[src/rtl/instr_fetch_spi.sv]
// Instruction-fetch responder backed by an external SPI NOR flash (READ 0x03, mode 0, sck = clk/2).
// A one-entry address tag returns a repeated fetch of the same word without touching the flash.
module instr_fetch_spi #(
  parameter int          ADDR_W     = 8,
  parameter logic [23:0] FLASH_BASE = 24'h000000,
  parameter bit          CACHE_EN   = 1'b1
) (
  input  logic              clk,
  input  logic              rstn,
  input  logic              instr_req_i,
  input  logic [ADDR_W-1:0] instr_addr_i,
  output logic [31:0]       instr_o,
  output logic              instr_valid_o,
  output logic              busy_o,
  output logic              spi_cs_n_o,
  output logic              spi_sck_o,
  output logic              spi_mosi_o,
  input  logic              spi_miso_i
);

  typedef enum logic [2:0] {IDLE, CMD, ADDR, DATA, DONE} state_t;

  state_t              state_q, state_d;
  logic [7:0]          ph_q, ph_d;
  logic [31:0]         tx_q, tx_d;
  logic [31:0]         rx_q, rx_d;
  logic [ADDR_W-1:0]   addr_q, addr_d;
  logic [ADDR_W-1:0]   tag_q, tag_d;
  logic                tag_vld_q, tag_vld_d;
  logic [31:0]         instr_q, instr_d;
  logic                cs_n_q, cs_n_d;
  logic                sck_q, sck_d;
  logic [23:0]         byte_addr;
  logic                hit;
  logic                active;

  function automatic logic [31:0] le_word(input logic [31:0] s);
    return {s[7:0], s[15:8], s[23:16], s[31:24]};
  endfunction

  assign byte_addr = FLASH_BASE + 24'({instr_addr_i, 2'b00});
  assign hit       = instr_req_i && CACHE_EN && tag_vld_q && (instr_addr_i == tag_q);
  assign active    = (state_q == CMD) || (state_q == ADDR) || (state_q == DATA);

  // ph_q 0 is the CS setup cycle; ph_q 1..128 are the two half-cycles of each of the 64 bits.
  always_comb begin
    state_d   = state_q;
    ph_d      = ph_q;
    tx_d      = tx_q;
    rx_d      = rx_q;
    addr_d    = addr_q;
    tag_d     = tag_q;
    tag_vld_d = tag_vld_q;
    instr_d   = instr_q;
    cs_n_d    = cs_n_q;
    sck_d     = 1'b0;
    if (active) begin
      ph_d  = ph_q + 8'd1;
      sck_d = ph_q[0];
      if (ph_q[0] && (ph_q >= 8'd65))
        rx_d = {rx_q[30:0], spi_miso_i};
      if (!ph_q[0] && (ph_q != 8'd0))
        tx_d = {tx_q[30:0], 1'b0};
    end
    case (state_q)
      IDLE: begin
        if (hit) begin
          state_d = DONE;
        end else if (instr_req_i) begin
          state_d = CMD;
          addr_d  = instr_addr_i;
          tx_d    = {8'h03, byte_addr};
          ph_d    = 8'd0;
          cs_n_d  = 1'b0;
        end
      end
      CMD:  if (ph_q == 8'd16) state_d = ADDR;
      ADDR: if (ph_q == 8'd64) state_d = DATA;
      DATA: begin
        if (ph_q == 8'd128) begin
          state_d   = DONE;
          cs_n_d    = 1'b1;
          instr_d   = le_word(rx_q);
          tag_d     = addr_q;
          tag_vld_d = 1'b1;
        end
      end
      DONE:    state_d = IDLE;
      default: state_d = IDLE;
    endcase
  end

  always_ff @(posedge clk or negedge rstn) begin
    if (!rstn) begin
      state_q   <= IDLE;
      ph_q      <= '0;
      tx_q      <= '0;
      rx_q      <= '0;
      addr_q    <= '0;
      tag_q     <= '0;
      tag_vld_q <= 1'b0;
      instr_q   <= 32'h0000_0013;
      cs_n_q    <= 1'b1;
      sck_q     <= 1'b0;
    end else begin
      state_q   <= state_d;
      ph_q      <= ph_d;
      tx_q      <= tx_d;
      rx_q      <= rx_d;
      addr_q    <= addr_d;
      tag_q     <= tag_d;
      tag_vld_q <= tag_vld_d;
      instr_q   <= instr_d;
      cs_n_q    <= cs_n_d;
      sck_q     <= sck_d;
    end
  end

  assign instr_o       = instr_q;
  assign instr_valid_o = (state_q == DONE);
  assign busy_o        = active;
  assign spi_cs_n_o    = cs_n_q;
  assign spi_sck_o     = sck_q;
  assign spi_mosi_o    = tx_q[31];

endmodule
[config.mk]
export PLATFORM = sky130hd
export DESIGN_NAME = instr_fetch_spi
export DESIGN_NICKNAME = d
export VERILOG_FILES = /design/src/rtl/instr_fetch_spi.sv
export SDC_FILE = /design/constraint.sdc
export NUM_CORES = 1
export LEC_CHECK = 0
export ABC_CLOCK_PERIOD_IN_PS = 4500
export CAP_MARGIN = 40
export CELL_PAD_IN_SITES_DETAIL_PLACEMENT = 1
export CELL_PAD_IN_SITES_GLOBAL_PLACEMENT = 1
export CORE_ASPECT_RATIO = 0.75
export CORE_MARGIN = 2
export CORE_UTILIZATION = 51
export DETAILED_ROUTE_END_ITERATION = 8
export GPL_ROUTABILITY_DRIVEN = 1
export GPL_TIMING_DRIVEN = 0
export PLACE_DENSITY = 0.95
export SETUP_SLACK_MARGIN = 0.15
export SLEW_MARGIN = 20
export SYNTH_ARGS = -nofsm -noshare
export SYNTH_HDL_FRONTEND = slang
export SYNTH_SLANG_ARGS = --single-unit
[constraint.sdc]
create_clock -name clk -period 4.5 [get_ports clk]
set_input_delay 0.9 -clock clk [delete_from_list [all_inputs] [get_ports clk]]
set_output_delay 0.9 -clock clk [all_outputs]
set_load 0.05 [all_outputs]
# Yosys cells after proc, flatten, opt, wreduce, memory -nomap -nowiden
# Index checks and enable logic that the tools add are counted.
# op_classes
add_sub_neg,1
order_cmp,1
n_eq_ne,14
mux,20
bitwise_logic,1
n_reduce_logical,15
# ops
operator,n
2-to-1 mux 32 bit,5
2-to-1 mux 8 bit,4
2-to-1 mux 3 bit,5
one-hot mux 3 bit (4 select lines),1
"adder 8 x 1 -> 8 bit, second input constant",1
"== test 8 x 5 -> 1 bit, second input constant",1
"== test 8 x 7 -> 1 bit, second input constant",1
== test 8 bit,1
"== test 8 bit, second input constant",1
">= comparator 8 x 7 -> 1 bit, second input constant",1
AND reduction 4 bit,2
nonzero test 8 bit,1
"== test 3 x 2 -> 1 bit, second input constant",2
"inequality test 2 x 1 -> 1 bit, second input constant",3
logical AND 1 bit,4
2-to-1 mux 1 bit,4
"inequality test 2 bit, second input constant",2
AND reduction 2 bit,2
"== test 3 x 1 -> 1 bit, second input constant",1
"== test 3 bit, second input constant",1
logical NOT 3 bit,1
"inequality test 3 bit, second input constant",1
AND reduction 3 bit,1
logical OR 1 bit,2
other kinds (4),4
# word_totals
ff_bits,126
output_inout_bits,37
word_cells,62

# Longest topological paths before layout
# logic_depth
ltp_word,7
ltp_mapped,9

# Least setup slack after synthesis
# OpenSTA, ideal clock, no wires.
# synth_timing
path_type,input to register
startpoint,input port instr_addr_i[5]
endpoint,register tx_q[8]
setup_time_ns,0.125
arrival_time_ns,2.131
slack_ns,2.244
cell_stages,6
path_buffers,1
cell_sequence,nor2b_1 > nor4_1 > nand4_1 > nand2_1 > buf_2 > mux2_2
# synth_via
elab_chain_cells,4
# synth_rtl
element,line,source
start: declaration,11,"input logic [ADDR_W-1:0] instr_addr_i,"
== test 8 bit,42,assign hit = instr_req_i && CACHE_EN && tag_vld_q && (instr_addr_i == tag_q);
logical AND 1 bit,42,
2-to-1 mux 32 bit,67,if (hit) begin
2-to-1 mux 32 bit,65,case (state_q)
named net tx_d[8],25,"logic [31:0] tx_q, tx_d;"
end signal: assignment,108,tx_q <= tx_d;
end: declaration,25,
# The timed path passes the listed nets, and every way through them passes these cells.
# A chain may end at the register's enable or synchronous reset.

# Final worst setup path
# layout_timing
startpoint,register state_q[1]
endpoint,output port busy_o
# layout_via
elab_chain_cells,3
word_cells_on_any_way,5
classes_between,eq/ne (3); reduce/logical (2)
# layout_rtl
element,line,source
start: declaration,23,"state_t state_q, state_d;"
start signal: assignment,106,state_q <= state_d;
== test 3 x 1 -> 1 bit or == test 3 x 2 -> 1 bit (tied branches),43,assign active = (state_q == CMD) || (state_q == ADDR) || (state_q == DATA);
logical OR 1 bit,43,
logical OR 1 bit *,43,
end: declaration,14,"output logic busy_o,"
# Mark *: on every way between the ends. The rest lies on a longest branch, timed or not.

==> results.ini <==
[clocking]
numCtsBuffers = 17
clock-sinks = 126
holdBufCountCts = 0
cts_resized = 0
cts_buffer_depth = 2
cts_max_level = 4
post_cts_buffers = 0
clkLatencyLatePin_ps = 420
cts_tree = yes
clkTransAtPathRegs_ps = 70
cts-root-buf = clkbuf_16

[drt]
vias_per_cell = 5.70
drt_iter0_markers = 188
drc = 0
antenna_left = 0
drt_wl_total_um = 14800
wl_per_cell_um = 25.3
first_pass_iters = 5
vias = 3329

[layout]
drive_gt1_share_pct = 31.4
fin_nets = 456
multiInputGateArea_mm2 = 0.00193
register_area_mm2 = 0.00316
syn2layout_area_growth_pct = 24.9
antennaDiodeCount = 0
final_cells = 584
fill_cells = 872

[run_status]
status = completed

[floorplan]
die_h_um = 91.6
core_mm2 = 0.00981
io_pins = 49
dieArea_mm2 = 0.0111
fp.dieW_um = 121
rows = 31
start_util_pct = 53.2

[placement]
placedCellCount = 551
post-dp-hpwl_um = 7630
routabilityCongestion = 0.728
portBuffers = 48
placement.setup.worst_slack_ps = 1320

[sta]
slew_headroom_pct = 58.9
timing.fmax_ghz = 0.309
setup_tns_ps = 0
period_needed_ps = 3230
drv_slew = 0
skew_ps = 10.0
setup_viol = 0
setup_ws_ps = 1270
finalHoldViolations = 0
post-route-period-util_pct = 71.8
worst_slew_pin_slew_ps = 617
whs_ps = 467
rsz0062_at_grt = false

[critical_path]
critPathArrivalTime_ps = 2330
critPathMaxFanout = 10
worstPathRequired_ps = 3600
crit_slowest_cell = clkdlybuf4s50_1
crit_path_start = state_q[1]$_DFFE_PN0P_
reg2reg_slack_ps = 1850
cp_cell_sequence = clkbuf_1, o21ba_2, buf_2, clkdlybuf4s50_1
r2r-start = state_q[1]$_DFFE_PN0P_
r2r-end = tx_q[13]$_DFF_PN0_
worstSetupPathType = flop to primary output
crit_path_end_kind = primary output
rr_worst_depth = 9
cpPeakStageDelay_ps = 840
start_kind = flop

[logic_synthesis]
seq_area_frac_synth_pct = 60.5
synth_area_leaders = dfrtp_1 (58%), mux2_2 (18%), mux2i_1 (5.6%), nor2_1 (2.4%), dfstp_2 (2.0%)
yosysWarnings = 0
synth_top_area_share_pct = 58.5
synth_top_area_cell = dfrtp_1
ys_ff_latch = 126
synthDistinctLibCells = 41
syn_area_per_cell_um2 = 14.1
syn_nets = 387
synthCells = 370
synth_area_mm2 = 0.00522

[power]
powerDensity_mw_per_mm2 = 619
vdd_drop_max_mv = 0.398
p_leak_nw = 3.20

[global_route]
grt_overflow = 0
grt_max_degree = 65
grt_pass1_vias = 3814
grt_pass1_wl_um = 23300
track_usage_pct = 29.0
antenna_found_initial = 0

[run]
cap_violations = 0

[hold_path]
hold_path.class = primary input to asynchronous set/reset pin

worst max-delay path by stage:
stage / to / slack [ps]
final: busy_o / 1270
after global placement: instr_o[5]$_DFFE_PN0P_ / -2110
after CTS: busy_o / 1280
after detailed placement: tx_q[22]$_DFF_PN0_ / 1320
after global routing: busy_o / 1190
after floorplan: tx_q[8]$_DFF_PN0_ / 2240
final cells by class:
cell class,instances,share of cell area [%]
plain buffers,17,1.69
clock buffers,20,7.01
clock inverters,12,2.48
inverters,7,0.403
multi-input cells,220,29.6
flip-flops and latches,126,48.4
well taps,132,2.53
repair buffers,50,7.89
cell usage in the layout (no fill, tap or decap), types with 3 or more instances in the layout:
master	n
ha_1	5
dfstp_2	4
nand3_1	3
clkbuf_16	17
mux2_1	5
mux2_2	83
xor2_1	10
clkdlybuf4s50_1	47
nor2b_1	3
nand4_1	4
mux2i_1	29
and2_1	3
buf_2	8
clkbuf_1	5
nor2_1	34
clkinvlp_4	6
a21oi_1	3
inv_1	7
buf_6	5
nand2_1	10
bufinv_16	3
dfrtp_1	122
Yosys cell counts:
cell type  number
and3_1          1
nand2_1        10
nor2_4          1
nand2b_1        1
nor3_1          2
buf_4           2
o211ai_1        1
nand4_1         4
or2_2           1
o21ba_2         1
and3b_1         1
xor2_1         10
a21o_1          1
buf_6           4
mux2_1          5
o21ai_0         2
nand3_1         3
clkbuf_1        4
buf_2           7
nand3b_1        1
inv_1           7
ha_1            5
nor2_1         34
and4_1          1
a21oi_2         1
dfrtp_1       122
xnor2_1         2
mux2_4          2
and2b_1         1
dfstp_2         4
nor3b_1         2
nor3_4          1
a21oi_1         3
o32ai_1         1
mux2_2         83
or4_4           1
a222oi_1        1
mux2i_1        29
and2_1          3
nor2b_1         3
nor4_1          2
critical path, delay by kind of cell (launching register included):
family          cells  cell delay, ps
flops               1             330
buf+inv             3            1370
compound gates      1             210
metal layers:
layer  track usage, %  vias to the layer above  routed length (um)
li1                 -                     1427                   -
met1             35.5                     1746                5920
met2             50.1                      115                7750
met3             6.72                       41                 648
met4             10.6                        0                 451
met5                0                        -                   0
cell families (layout without fill, tap and decap cells):
kind of cell	Yosys count	count (layout)	synth area share (%)
XOR/XNOR	12	12	2.01
AO/OA/AOI/OAI	11	11	1.49
buffers and inverters	24	106	2.61
AND/OR/NAND/NOR	73	73	7.09
flip-flops	126	126	60.5
multiplexers	119	119	25.1
adder cells (fa/ha/maj)	5	5	1.20
through the flow:
step	utilization, %	power, W	instance area (um^2)
floorplan	-	0.00219	5220
global placement	59.8	0.00236	5870
CTS	66.4	0.00402	6510
finish	66.4	0.00403	6520
detailed placement	60.1	0.00246	5900
global route	66.4	0.00417	6520
report_power, final:
part	switching, W	internal, W
clock network	0.000557	0.000906
registers	0.000197	0.00136
logic	0.000577	0.000440
total	0.00133	0.00270
state kept, by name, summed over array words and instances (netlist names):
register / cells
addr_q: 8
spi_cs_n_o: 1
instr_o: 32
tag_q: 8
ph_q: 8
rx_q: 32
tag_vld_q: 1
spi_sck_o: 1
tx_q: 32
state_q: 3
(Power assumes the default switching activity.)
